<file path="config.mk">
export PLATFORM = sky130hd
export DESIGN_NAME = col_parity_encoder
export DESIGN_NICKNAME = d
export VERILOG_FILES = /design/src/rtl/col_parity_encoder.sv
export SDC_FILE = /design/constraint.sdc
export NUM_CORES = 1
export LEC_CHECK = 0
export CAP_MARGIN = 10
export CELL_PAD_IN_SITES_DETAIL_PLACEMENT = 0
export CELL_PAD_IN_SITES_GLOBAL_PLACEMENT = 1
export CORE_MARGIN = 2
export CORE_UTILIZATION = 30
export CTS_CLUSTER_SIZE = 14
export DETAILED_ROUTE_END_ITERATION = 10
export PLACE_DENSITY = 0.55
export SYNTH_ARGS = -nofsm -noshare
export SYNTH_HDL_FRONTEND = slang
export SYNTH_SLANG_ARGS = --single-unit
</file>
<file path="constraint.sdc">
create_clock -name clk -period 2.61 [get_ports clk]
set_clock_uncertainty 0.1 [all_clocks]
set_input_delay 0.522 -clock clk [delete_from_list [all_inputs] [get_ports clk]]
set_output_delay 0.522 -clock clk [all_outputs]
set_load 0.02 [all_outputs]
</file>
<file path="src/rtl/col_parity_encoder.sv">
// Serialises a ROWS x COLS bit frame and appends one even column-parity row.
// Data bits are echoed one cycle after acceptance; parity follows gap-free.
module col_parity_encoder #(
    parameter int ROWS = 4,
    parameter int COLS = 8
) (
    input  logic clk,
    input  logic rst,
    input  logic start,
    input  logic in_valid,
    input  logic in_bit,
    output logic en,
    output logic pin,
    output logic co,
    output logic busy,
    output logic done
);

    localparam int CW = (COLS > 1) ? $clog2(COLS) : 1;
    localparam int RW = (ROWS > 1) ? $clog2(ROWS) : 1;
    localparam logic [CW-1:0] COL_LAST = CW'(COLS - 1);
    localparam logic [RW-1:0] ROW_LAST = RW'(ROWS - 1);

    typedef enum logic [1:0] {
        IDLE = 2'd0,
        RECV = 2'd1,
        PAR  = 2'd2,
        FIN  = 2'd3
    } state_t;

    state_t          r_state;
    logic [CW-1:0]   r_col;
    logic [RW-1:0]   r_row;
    logic [COLS-1:0] r_par;
    logic            r_par_end;
    logic            r_en;
    logic            r_pin;
    logic            r_co;
    logic            r_busy;
    logic            r_done;

    function automatic logic [COLS-1:0] fold_bit(input logic [COLS-1:0] par,
                                                 input logic [CW-1:0]   idx,
                                                 input logic            b);
        logic [COLS-1:0] v;
        v      = par;
        v[idx] = v[idx] ^ b;
        return v;
    endfunction

    // Frame sequencer; outputs are registered alongside the state they belong to,
    // so done/busy line up with FIN and a separate end flag delays FIN by one cycle.
    always_ff @(posedge clk or negedge rst) begin
        if (!rst) begin
            r_state   <= IDLE;
            r_col     <= '0;
            r_row     <= '0;
            r_par     <= '0;
            r_par_end <= 1'b0;
            r_en      <= 1'b0;
            r_pin     <= 1'b0;
            r_co      <= 1'b0;
            r_busy    <= 1'b0;
            r_done    <= 1'b0;
        end else begin
            r_en   <= 1'b0;
            r_pin  <= 1'b0;
            r_co   <= 1'b0;
            r_done <= 1'b0;
            case (r_state)
                IDLE: begin
                    if (start) begin
                        r_state   <= RECV;
                        r_col     <= '0;
                        r_row     <= '0;
                        r_par     <= '0;
                        r_par_end <= 1'b0;
                        r_busy    <= 1'b1;
                    end else begin
                        r_busy    <= 1'b0;
                    end
                end
                RECV: begin
                    if (in_valid) begin
                        r_en  <= 1'b1;
                        r_pin <= in_bit;
                        r_co  <= (r_col == COL_LAST);
                        r_par <= fold_bit(r_par, r_col, in_bit);
                        if (r_col == COL_LAST) begin
                            r_col <= '0;
                            if (r_row == ROW_LAST) begin
                                r_state <= PAR;
                            end else begin
                                r_row <= r_row + RW'(1);
                            end
                        end else begin
                            r_col <= r_col + CW'(1);
                        end
                    end else begin
                        r_col <= r_col;
                    end
                end
                PAR: begin
                    if (r_par_end) begin
                        r_state <= FIN;
                        r_done  <= 1'b1;
                    end else begin
                        r_en  <= 1'b1;
                        r_pin <= r_par[r_col];
                        r_co  <= (r_col == COL_LAST);
                        if (r_col == COL_LAST) begin
                            r_col     <= '0;
                            r_par_end <= 1'b1;
                        end else begin
                            r_col <= r_col + CW'(1);
                        end
                    end
                end
                FIN: begin
                    r_state <= IDLE;
                    r_busy  <= 1'b0;
                end
                default: begin
                    r_state <= IDLE;
                    r_busy  <= 1'b0;
                end
            endcase
        end
    end

    assign en   = r_en;
    assign pin  = r_pin;
    assign co   = r_co;
    assign busy = r_busy;
    assign done = r_done;

endmodule

</file>
# Word-level counts from Yosys, hierarchy flattened
# Index checks and enable logic that the tools add are counted.
[word_totals]
reg_bits = 21
input_bits = 5
out_inout_bits = 5
word_cells = 79
[op_classes]
addsub = 2
n_lt_le_gt_ge = 2
eq_ne = 12
mux = 41
bitwise = 1
n_reduce_logical = 11
[op_table]
columns = ["op", "n"]
rows = [
  ["two-way mux 2 bit", 9],
  ["two-way mux 8 bit", 2],
  ["case mux 8 bit (2 select lines)", 1],
  ["two-way mux 1 bit", 14],
  ["inequality test 2 bit (second input constant)", 7],
  ["two-way mux 3 bit", 4],
  ["case mux 1 bit (2 select lines)", 5],
  ["AND reduction 5 bit", 2],
  ["case mux 3 bit (3 select lines)", 1],
  ["bitwise mux 8 bit", 1],
  ["case mux 2 bit (4 select lines)", 1],
  ["equality test 2 bit (second input constant)", 3],
  ["nonzero test 2 bit", 3],
  ["< comparator 3 x 4 -> 1 bit (second input constant)", 1],
  ["case mux 2 bit (2 select lines)", 1],
  ["AND reduction 4 bit", 1],
  ["adder 3 x 1 -> 3 bit (second input constant)", 1],
  ["binary-select mux 1 bit (select 3 bit)", 1],
  ["demux 1 bit (select 3 bit)", 1],
  ["equality test 3 bit (second input constant)", 1],
  [">= comparator 3 x 1 -> 1 bit (second input constant)", 1],
  ["AND reduction 3 bit", 1],
  ["nonzero test 3 bit", 1],
  ["adder 2 x 1 -> 2 bit (second input constant)", 1],
  ["5 further kinds", 5],
]

# Longest topological paths before layout
# Gate-level depths: netlist of the first run.
[logic_depth]
depth_word = 7
ltp_mapped = 7
ltp_nobuf = 7

# Worst setup path after synthesis of the first run
# Ideal clock, no wire load.
[synth_timing]
path_type = "register to register"
startpoint = "register r_col[0]"
endpoint = "register r_par[0]"
setup_ns = 0.095
t_arrival_ns = 1.486
required_time_ns = 2.415
slack_ns = 0.929
stages_incl_launch_ff = 6
path_buffers = 0
period_less_slack_ns = 1.681
path_cell_list = "dfrtp_1 mux4_1 nand2_2 nand2_4 xnor2_4 o31ai_1"
[synth_via]
elab_chain_len = 7
word_cells_on_any_way = 11
cone_classes = "order compare: 2; mux: 7; bitwise: 1; reduce/logical: 1"
[synth_rtl]
columns = ["element", "line", "text"]
rows = [
  ["start: declaration", "32", "logic [CW-1:0] r_col;"],
  ["start signal: assignment", "97", "r_col <= r_col + CW'(1);"],
  ["start signal: assignment", "100", "r_col <= r_col;"],
  ["start signal: assignment", "115", "r_col <= r_col + CW'(1);"],
  ["< comparator 3 x 4 -> 1 bit (not written as such) or >= comparator 3 x 1 -> 1 bit (tied branches)", "47", "v[idx] = v[idx] ^ b;"],
  ["logical AND 1 bit (not written as such)", "47", ""],
  ["two-way mux 1 bit (not written as such)", "47", ""],
  ["demux 1 bit (select 3 bit)", "47", ""],
  ["bitwise mux 8 bit *", "47", ""],
  ["two-way mux 8 bit *", "84", "if (in_valid) begin"],
  ["case mux 8 bit (2 select lines) *", "70", "case (r_state)"],
  ["end signal: assignment", "88", "r_par <= fold_bit(r_par, r_col, in_bit);"],
  ["end: declaration", "34", "logic [COLS-1:0] r_par;"],
]
# Every way passes the cells marked *; elsewhere a longest branch is shown, timed or not. The select of a mux whose other input is x is not followed.
# A chain may end at the register's enable or synchronous reset.

# Worst setup path after layout of the first run
[layout_timing]
startpoint = "register r_col[0]"
endpoint = "register r_state[0]"
[layout_via]
elab_chain_len = 3
[layout_rtl]
columns = ["element", "line", "text"]
rows = [
  ["equality test 3 bit", "89", "if (r_col == COL_LAST) begin"],
  ["inequality test 2 bit (no line)", "n/a", ""],
  ["AND reduction 5 bit (no line)", "n/a", ""],
  ["end signal: assignment", "92", "r_state <= PAR;"],
  ["end signal: assignment", "105", "r_state <= FIN;"],
  ["end signal: assignment", "120", "r_state <= IDLE;"],
  ["end: declaration", "31", "state_t r_state;"],
]
# No other way between the ends.

==> flow_summary_export.csv, run 1 <==
group,metric,value,unit
synth,synthCells,122,
setup_path,endpoint_kind,"flip-flop",
floorplan,row_count,23,
hold_path,min_from,"busy$_DFFE_PN0P_",
power_and_ir_drop,leakage,0.632,nW
cts,postCtsSetupBuffers,0,
setup_path,cp-start-kind,"flip-flop",
power_and_ir_drop,swShare,0.441,
sta,worst_slew_pin_slew,758,ps
hold_path,hp-class,"reg2reg",
setup_path,r2r_start,"r_col[0]$_DFFE_PN0P_",
power_and_ir_drop,internal_power,777,µW
route,drc,0,
cts,cts.reportedPaths.clkPinSlew,80,ps
synth,synth_edf_count,0,
global_route,antenna_found_initial,0,
route,vias_per_cell,5.09,
route,drt_iter0_markers,24,
setup_path,cp_max_fo,14,
outcome,outcome,"complete, no violations",
cts,postCtsHoldBufs,0,
cts,clock-sinks,21,
synth,ys_ff_latch,21,
global_route,grt_pass1_vias,999,
global_route,grt_usage,0.135,
place,dp_hpwl,1.87,mm
route,vias,932,
synth,syn_area,0.00121,mm²
cts,clockBufferDepth,2,
sta,layout_min_cycle_time,2140,ps
sta,setup_viol,0,
route,drtPass1Iterations,4,
sta,slew_violations,0,
synth,async_flop_share,1.00,
sta,whs,397,ps
cts,clk_latency,260,ps
floorplan,die_area,0.00454,mm²
setup_path,critPathArrivalTime,2230,ps
global_route,overflow,0,
setup_path,r2r_slack,470,ps
sta,setup-tns-final,0,ps
layout,synthToLayoutAreaGrowth,16.2,%
setup_path,worst-setup-path-type,"reg2reg",
cts,root_buffer,"clkbuf_8",
power_and_ir_drop,seqPwrFrac,0.356,
floorplan,coreArea,0.00394,mm²
place,io_buffers,9,
layout,fin_util,0.355,
cts,numCtsBuffers,3,
power_and_ir_drop,clkPwrFrac,0.159,
layout,fin_nets,149,
layout,drive_gt1_frac,0.0827,
floorplan,fp.dieH,67.4,µm
hold_path,min_to,"busy$_DFFE_PN0P_",
global_route,grt_start_max_net_pins,22,
sta,rsz0062_at_grt,"no",
synth,yosys_warnings,0,
power_and_ir_drop,pwr-share-comb,0.484,
setup_path,worstPathRequired,2700,ps
power_and_ir_drop,p_switching,614,µW
setup_path,reg2reg_to,"r_state[0]$_DFFE_PN0P_",
floorplan,die_w,67.4,µm
cts,ctsResizeCount,0,
synth,syn_nets,137,
cts,cts_tree,"built",
cts,htreeDepth,1,
layout,num_antenna_cells,0,
power_and_ir_drop,p_per_area,992,mW/mm²
setup_path,rr_worst_depth,7,
synth,yosysUniqueCellTypes,29,
sta,max_freq,468,MHz
job,maxCapViolations,0,
floorplan,initial_utilization,0.306,
sta,hold_viol,0,
route,wirelength,2.60,mm
power_and_ir_drop,power.total,1.39,mW
sta,slew_headroom,0.489,
sta,post-route-period-util,0.819,
global_route,grt_pass1_wl,4.48,mm
synth,avgSynthCellArea,9.89,µm²
route,wl_per_cell,14.2,µm
floorplan,ioPinCount,10,
route,ant_nets,0,
hold_path,hold_depth,2,
synth,synthFlopType,"dfrtp_1",
place,gp_congestion,0.726,
synth,yosysSeqAreaShare,0.436,
power_and_ir_drop,irDropWorstVdd,0.000471,V
synth_stat cells, drive strengths merged (3+ instances only):
master	number	area, µm²
dfrtp	21	526
o21ai	17	85.1
nand2	15	68.8
a21oi	11	55.1
ha	10	125
o31ai	8	60.1
inv	6	22.5
nor2	5	18.8
nor2b	5	31.3
nor3	3	15.0
cells by family (layout without fill, tap and decap cells):
logic type / Yosys count / count (layout) / synth area share
AOI/OAI and AO/OA: 43 / 43 / 0.209
xor gates and xnor gates: 1 / 1 / 0.0228
adders and majority gates: 10 / 10 / 0.104
buffers and inverters: 10 / 21 / 0.0332
DFF: 21 / 21 / 0.436
muxes: 3 / 3 / 0.0519
and+or+nand+nor: 34 / 34 / 0.144
worst max-delay path, cell delays in order, from the launching register on:
cell and delay (ps):
dfrtp_1 650, ha_1 260, ha_1 210, nand2_1 70
a21o_1 220, nor3_1 350, o21ai_1 110, o21ai_1 90
layer usage:
| metal | wire length (µm) | global-route usage |
|---|---|---|
| met5 | 0 | 0 |
| met1 | 1250 | 0.173 |
| met4 | 37 | 0.0816 |
| met3 | 86 | 0.0300 |
| met2 | 1230 | 0.207 |
through the flow:
stage / setup slack (ps) / instance area, µm² / std cells
after global routing: 263 / 1400 / 183
final: 471 / 1400 / 183
after floorplan: 929 / 1210 / 122
after CTS: 489 / 1400 / 183
after global placement: 454 / 1360 / 179
after detailed placement: 376 / 1360 / 179
placed cells by master, fill, tap and decap left out:
cell / netlist / final
mux4_1: 2 / 2
o31ai_1: 8 / 8
a21oi_1: 11 / 11
nor4b_1: 1 / 1
clkdlybuf4s50_1: 0 / 9
and2_1: 2 / 2
nand2_4: 1 / 1
o21ai_1: 7 / 7
nand3_1: 1 / 1
a22oi_1: 1 / 1
xnor2_4: 1 / 1
nand2_1: 12 / 12
ha_1: 10 / 10
o21bai_1: 1 / 1
clkbuf_8: 0 / 3
dfrtp_1: 21 / 21
nor3_1: 3 / 3
nand2b_1: 1 / 1
o21ai_0: 10 / 10
inv_2: 2 / 2
nand3b_1: 1 / 1
a32oi_1: 1 / 1
a21o_1: 2 / 2
mux2i_1: 1 / 1
a31oi_1: 2 / 2
inv_1: 4 / 4
buf_4: 0 / 2
nand2_2: 2 / 2
nor2b_1: 5 / 5
clkbuf_1: 2 / 1
nor2_1: 5 / 5
sequential cells by signal, indices dropped and copies added, names as in the netlist:
signal	flops
busy	1
en	1
r_col	3
r_par_end	1
pin	1
done	1
r_state	2
r_par	8
r_row	2
co	1
layout make-up:
cell class	count	area, µm²
Sequential cell	21	526
Fill cell	398	2540
Inverter	6	22.5
Tap cell	50	62.6
Multi-Input combinational cell	91	641
Clock buffer	4	45.0
Timing Repair Buffer	11	105
power groups by stage:
| stage | Clock (mW) | Sequential [mW] | Combinational (mW) |
|---|---|---|---|
| finish | 0.222 | 0.496 | 0.673 |
| floorplan | 0 | 0.468 | 0.521 |
| detailed placement | 0 | 0.502 | 0.678 |
| global route | 0.247 | 0.512 | 0.773 |
| global placement | 0 | 0.501 | 0.665 |
| CTS | 0.231 | 0.495 | 0.682 |
worst max-delay path by stage:
stage | start | end | slack [ps] | cells after the start
detailed placement | start | r_par[0]$_DFFE_PN0P_ | 380 | 6
floorplan | r_col[0]$_DFFE_PN0P_ | r_par[0]$_DFFE_PN0P_ | 930 | 5
global placement | start | r_par[0]$_DFFE_PN0P_ | 450 | 6
finish | r_col[0]$_DFFE_PN0P_ | r_state[0]$_DFFE_PN0P_ | 470 | 7
CTS | r_col[0]$_DFFE_PN0P_ | r_state[0]$_DFFE_PN0P_ | 490 | 7
global route | r_col[0]$_DFFE_PN0P_ | r_state[0]$_DFFE_PN0P_ | 260 | 7
(Power assumes the default switching activity.)
==> inputs of run 2 (changes only) <==
--- a/config.mk
+++ b/config.mk
@@ -12,7 +12,7 @@
 export CORE_UTILIZATION = 30
 export CTS_CLUSTER_SIZE = 14
 export DETAILED_ROUTE_END_ITERATION = 10
-export PLACE_DENSITY = 0.55
+export PLACE_DENSITY = 0.58
 export SYNTH_ARGS = -nofsm -noshare
 export SYNTH_HDL_FRONTEND = slang
 export SYNTH_SLANG_ARGS = --single-unit
==> constraint.sdc (replaced) <==
create_clock -name clk -period 1.9 [get_ports clk]
set_clock_uncertainty 0.1 [all_clocks]
set_input_delay 0.38 -clock clk [delete_from_list [all_inputs] [get_ports clk]]
set_output_delay 0.38 -clock clk [all_outputs]
set_load 0.02 [all_outputs]
==> run 2 against run 1 <==
  * Sequential power up 31%
  * Cell count rose by 9.8%
  * Combinational power grew 84%
  * Non-clock buffer count increased by 18
  * Highest routed layer unchanged
==> flow_summary_export.csv, run 2 (synthesis results as in run 1) <==
group,metric,value,unit
outcome,outcome,"complete, no violations",
sta,hold_viol,0,
place,dp_hpwl,1.93,mm
sta,max_freq,551,MHz
route,vias,980,
setup_path,critPathArrivalTime,1850,ps
cts,cts.reportedPaths.clkPinSlew,90,ps
power_and_ir_drop,clkPwrFrac,0.137,
sta,layout_min_cycle_time,1820,ps
power_and_ir_drop,internal_power,1.27,mW
sta,setup_viol,0,
power_and_ir_drop,irDropWorstVdd,0.000693,V
sta,slew_violations,0,
floorplan,initial_utilization,0.306,
layout,synthToLayoutAreaGrowth,30.2,%
floorplan,die_area,0.00454,mm²
setup_path,r2r_slack,80,ps
power_and_ir_drop,seqPwrFrac,0.296,
place,io_buffers,9,
sta,post-route-period-util,0.956,
route,wirelength,2.64,mm
layout,multi_input_area,672,µm²
setup_path,rr_worst_depth,5,
power_and_ir_drop,pwr-share-comb,0.566,
layout,fin_nets,167,
route,wl_per_cell,13.1,µm
layout,largest_reg_flops,8,
layout,seqCellArea,527,µm²
place,placed_area,0.00148,mm²
floorplan,ioPinCount,10,
sta,worst_slew_pin_slew,351,ps
power_and_ir_drop,swShare,0.418,
layout,fillers,376,
sta,rsz0062_at_grt,"yes",
setup_path,worstPathRequired,1940,ps
power_and_ir_drop,p_per_area,1390,mW/mm²
floorplan,die_w,67.4,µm
setup_path,r2r_start,"r_col[0]$_DFFE_PN0P_",
layout,drive_gt1_frac,0.285,
global_route,grt_pass1_vias,1055,
route,drt_iter0_markers,46,
job,maxCapViolations,0,
cts,clk_latency,260,ps
setup_path,endpoint_kind,"flip-flop",
cts,htreeDepth,1,
cts,root_buffer,"clkbuf_8",
cts,numCtsBuffers,3,
route,drc,0,
layout,num_antenna_cells,0,
global_route,grt_pass1_wl,4.78,mm
layout,largest_register,"r_par",
global_route,antenna_found_initial,0,
hold_path,hp-class,"in2async",
setup_path,worst-setup-path-type,"reg2reg",
setup_path,reg2reg_to,"r_par[5]$_DFFE_PN0P_",
power_and_ir_drop,power.total,2.19,mW
floorplan,row_count,23,
route,vias_per_cell,4.88,
cts,clockBufferDepth,2,
layout,largest_registers,"r_par x8, r_col x3",
power_and_ir_drop,p_switching,915,µW
power_and_ir_drop,leakage,0.722,nW
global_route,overflow,0,
route,drtPass1Iterations,4,
sta,slew_headroom,0.766,
route,ant_nets,0,
global_route,grt_start_max_net_pins,22,
layout,final_cell_mix,"dfrtp_1, buf_4, o21ai_1",
place,gp_congestion,0.753,
setup_path,cp_max_fo,8,
cts,clock-sinks,21,
layout,finalInstanceArea,0.00157,mm²
floorplan,coreArea,0.00394,mm²
setup_path,cp-start-kind,"flip-flop",
floorplan,fp.dieH,67.4,µm
sta,whs,356,ps
global_route,grt_usage,0.140,
layout,fin_util,0.398,
cts,cts_tree,"built",
==> run 2: repair_timing <==
item	CTS	global route
endpoints found under the setup margin	7	11
gates resized for setup	1	18
endpoints found under the hold margin	0	0
pin swaps	0	2
hold buffers	0	0
buffers inserted	0	2
==> run 2: how the worst max path moves through the flow <==
stage,startpoint,to,slack (ps)
final,r_col[0]$_DFFE_PN0P_,r_par[5]$_DFFE_PN0P_,80
after global routing,r_col[0]$_DFFE_PN0P_,r_par[3]$_DFFE_PN0P_,-2
after CTS,r_col[0]$_DFFE_PN0P_,r_par[4]$_DFFE_PN0P_,30
after detailed placement,r_col[0]$_DFFE_PN0P_,r_par[4]$_DFFE_PN0P_,9
after global placement,in_valid,r_state[1]$_DFFE_PN0P_,-3
after floorplan,r_col[0]$_DFFE_PN0P_,r_par[0]$_DFFE_PN0P_,220
==> run 2: metal layers <==
| layer | up-vias | share of wire | GRT usage |
|---|---|---|---|
| li1 | 494 | - | - |
| met1 | 479 | 0.49 | 0.173 |
| met2 | 5 | 0.48 | 0.246 |
| met3 | 2 | 0.018 | 0.0350 |
| met4 | 0 | 0.0087 | 0.0306 |
| met5 | - | 0 | 0 |
==> run 2: metrics by stage <==
step	setup TNS, ps	setup WS (ps)	cells
5_1_grt	-5.66	-2.46	201
2_1_floorplan	0	219	122
3_3_place_gp	-5.48	-2.75	195
6_report	0	84.3	201
4_1_cts	0	33.8	199
3_5_place_dp	0	9.39	195
==> run 2: critical path, stage by stage (launching register included) <==
cell     delay [ps]
dfrtp_2         450
mux4_2          520
nand2_2         100
nand2_4          70
xnor2_4         320
o31ai_1         120
==> run 2: final cells by class <==
class                           count  area share
Multi-Input combinational cell     91       0.428
Timing Repair Buffer               29       0.153
Tap cell                           50      0.0398
Clock inverter                      1     0.00319
Inverter                            6      0.0143
Clock buffer                        3      0.0263
Sequential cell                    21       0.335
==> run 2: power by group through the flow <==
stage	combinational (mW)	clock (mW)	sequential (mW)
floorplan	0.715	0	0.643
global placement	1.15	0	0.650
detailed placement	1.16	0	0.652
CTS	1.17	0.321	0.644
global route	1.40	0.341	0.665
finish	1.24	0.301	0.648
==> inputs of run 3 (changes only) <==
--- a/config.mk
+++ b/config.mk
@@ -8,6 +8,7 @@
 export CAP_MARGIN = 10
 export CELL_PAD_IN_SITES_DETAIL_PLACEMENT = 0
 export CELL_PAD_IN_SITES_GLOBAL_PLACEMENT = 1
+export CORE_ASPECT_RATIO = 1.75
 export CORE_MARGIN = 2
 export CORE_UTILIZATION = 30
 export CTS_CLUSTER_SIZE = 14
@@ -16,3 +17,4 @@
 export SYNTH_ARGS = -nofsm -noshare
 export SYNTH_HDL_FRONTEND = slang
 export SYNTH_SLANG_ARGS = --single-unit
+export TNS_END_PERCENT = 10
==> run 3 against run 2 <==
  * Sequential share of layout area increased by 0.16 points
  * Die area grew 0.44%
  * Clock power about the same
  * Final area fell by 0.48%
  * Highest routed layer unchanged
  * Maximum frequency about the same
  * Clock-buffer cell count stayed put
  * Critical path depth unchanged
  * Global-route usage grew 0.28 points
  * First-iteration DRC count decreased by 74%
==> flow_summary_export.csv, run 3 (synthesis results as in run 1) <==
group,metric,value,unit
setup_path,rr_worst_depth,5,
setup_path,critPathArrivalTime,1880,ps
job,maxCapViolations,0,
sta,worst_slew_pin_slew,304,ps
setup_path,reg2reg_to,"r_par[5]$_DFFE_PN0P_",
layout,largest_reg_flops,8,
sta,rsz0062_at_grt,"yes",
floorplan,fp.dieH,87.9,µm
floorplan,coreArea,0.00387,mm²
route,drt_iter0_markers,12,
cts,root_buffer,"clkbuf_8",
layout,drive_gt1_frac,0.263,
layout,multi_input_area,657,µm²
power_and_ir_drop,leakage,0.711,nW
layout,fin_nets,168,
cts,clk_latency,270,ps
place,io_buffers,9,
cts,clockBufferDepth,2,
layout,fillers,395,
setup_path,slowest_delay,540,ps
layout,final_cell_mix,"buf_4, dfrtp_1, nand2_1",
hold_path,hp-class,"in2async",
sta,whs,351,ps
route,vias_per_cell,4.89,
cts,htreeDepth,1,
layout,seqCellArea,527,µm²
layout,largest_register,"r_par",
floorplan,initial_utilization,0.312,
layout,synthToLayoutAreaGrowth,29.6,%
route,wl_per_cell,14.2,µm
layout,largest_registers,"r_par x8, r_col x3",
route,ant_nets,0,
global_route,use_met2,0.284,
floorplan,row_count,30,
power_and_ir_drop,irDropWorstVdd,0.000736,V
route,vias,977,
sta,post-route-period-util,0.955,
setup_path,worst-setup-path-type,"reg2reg",
floorplan,ioPinCount,10,
route,drc,0,
layout,num_antenna_cells,0,
route,wirelength,2.83,mm
sta,max_freq,551,MHz
setup_path,worstPathRequired,1960,ps
global_route,gr-usage-met1,0.136,
global_route,grt_usage,0.143,
global_route,met3_usage,0.0171,
layout,finalInstanceArea,0.00156,mm²
sta,setup-tns-final,0,ps
setup_path,critical_path.slowest_cell,"mux4_2",
power_and_ir_drop,power.total,2.19,mW
cts,cts_tree,"built",
layout,mostFrequentLayoutCell,"buf_4",
floorplan,die_w,51.9,µm
setup_path,r2r_start,"r_col[0]$_DFFE_PN0P_",
sta,layout_min_cycle_time,1810,ps
sta,slew_violations,0,
cts,cts.reportedPaths.clkPinSlew,90,ps
setup_path,cp_max_fo,8,
place,gp_congestion,0.793,
sta,slew_headroom,0.797,
setup_path,r2r_slack,90,ps
setup_path,endpoint_kind,"flip-flop",
global_route,grt_pass1_vias,1026,
global_route,overflow,0,
power_and_ir_drop,p_per_area,1400,mW/mm²
route,drtPass1Iterations,4,
cts,numCtsBuffers,3,
global_route,grt_pass1_wl,4.76,mm
sta,setup_viol,0,
floorplan,die_area,0.00456,mm²
sta,hold_viol,0,
setup_path,cp-start-kind,"flip-flop",
outcome,outcome,"complete, no violations",
cts,clock-sinks,21,
global_route,grt_start_max_net_pins,22,
global_route,antenna_found_initial,0,
place,placed_area,0.00149,mm²
global_route,busiest_layer,"met2",
layout,fin_util,0.404,
place,dp_hpwl,2.23,mm
setup_path,cp_cell_sequence,"mux4_2, nand2_2, nand2_4, xnor2_4, o31ai_1",
## run 3: critical path, delay by kind of cell, from the launching register on
family | cells | cell delay (ps)
AND/OR/NAND/NOR | 2 | 170
AO/OA/AOI/OAI | 1 | 260
XOR/XNOR | 1 | 170
multiplexers | 1 | 540
flip-flops | 1 | 460
## run 3: where the power goes
group	internal, mW	switching, mW
Combinational	0.574	0.665
Clock	0.148	0.154
Sequential	0.551	0.101
## run 3: timing repair
action,4_1_cts,5_1_grt
gates resized for setup,2,10
endpoints found under the hold margin,0,0
endpoints found under the setup margin,9,11
hold buffers,0,0
buffers inserted,1,0
## run 3: area by class of cell
cell class	count	share of cell area
Clock buffer	3	0.0264
Tap cell	48	0.0384
Timing Repair Buffer	30	0.159
Clock inverter	1	0.00480
Inverter	6	0.0144
Sequential cell	21	0.337
Multi-Input combinational cell	91	0.420
## run 3: how the worst max path moves through the flow
stage / end / depth (start not counted) / startpoint / slack [ps]
detailed placement: r_par[2]$_DFFE_PN0P_ / 5 / r_col[0]$_DFFE_PN0P_ / -50
finish: r_par[5]$_DFFE_PN0P_ / 5 / r_col[0]$_DFFE_PN0P_ / 90
CTS: r_par[2]$_DFFE_PN0P_ / 5 / r_col[0]$_DFFE_PN0P_ / 10
global placement: r_par[2]$_DFFE_PN0P_ / 5 / r_col[0]$_DFFE_PN0P_ / 20
floorplan: r_par[0]$_DFFE_PN0P_ / 5 / r_col[0]$_DFFE_PN0P_ / 220
global route: r_par[6]$_DFFE_PN0P_ / 8 / r_state[0]$_DFFE_PN0P_ / -20
## run 3: stage by stage
stage,setup WS (ps),std cells
final,85.6,200
after global routing,-23.1,200
after CTS,11.2,200
after detailed placement,-53.4,195
after global placement,16.8,195
after floorplan,219,122
## run 3: per-layer routing
layer,vias to the layer above,share of wire
met1,471,0.38
met4,0,0.014
li1,494,-
met3,4,0.018
met5,-,0
met2,8,0.59
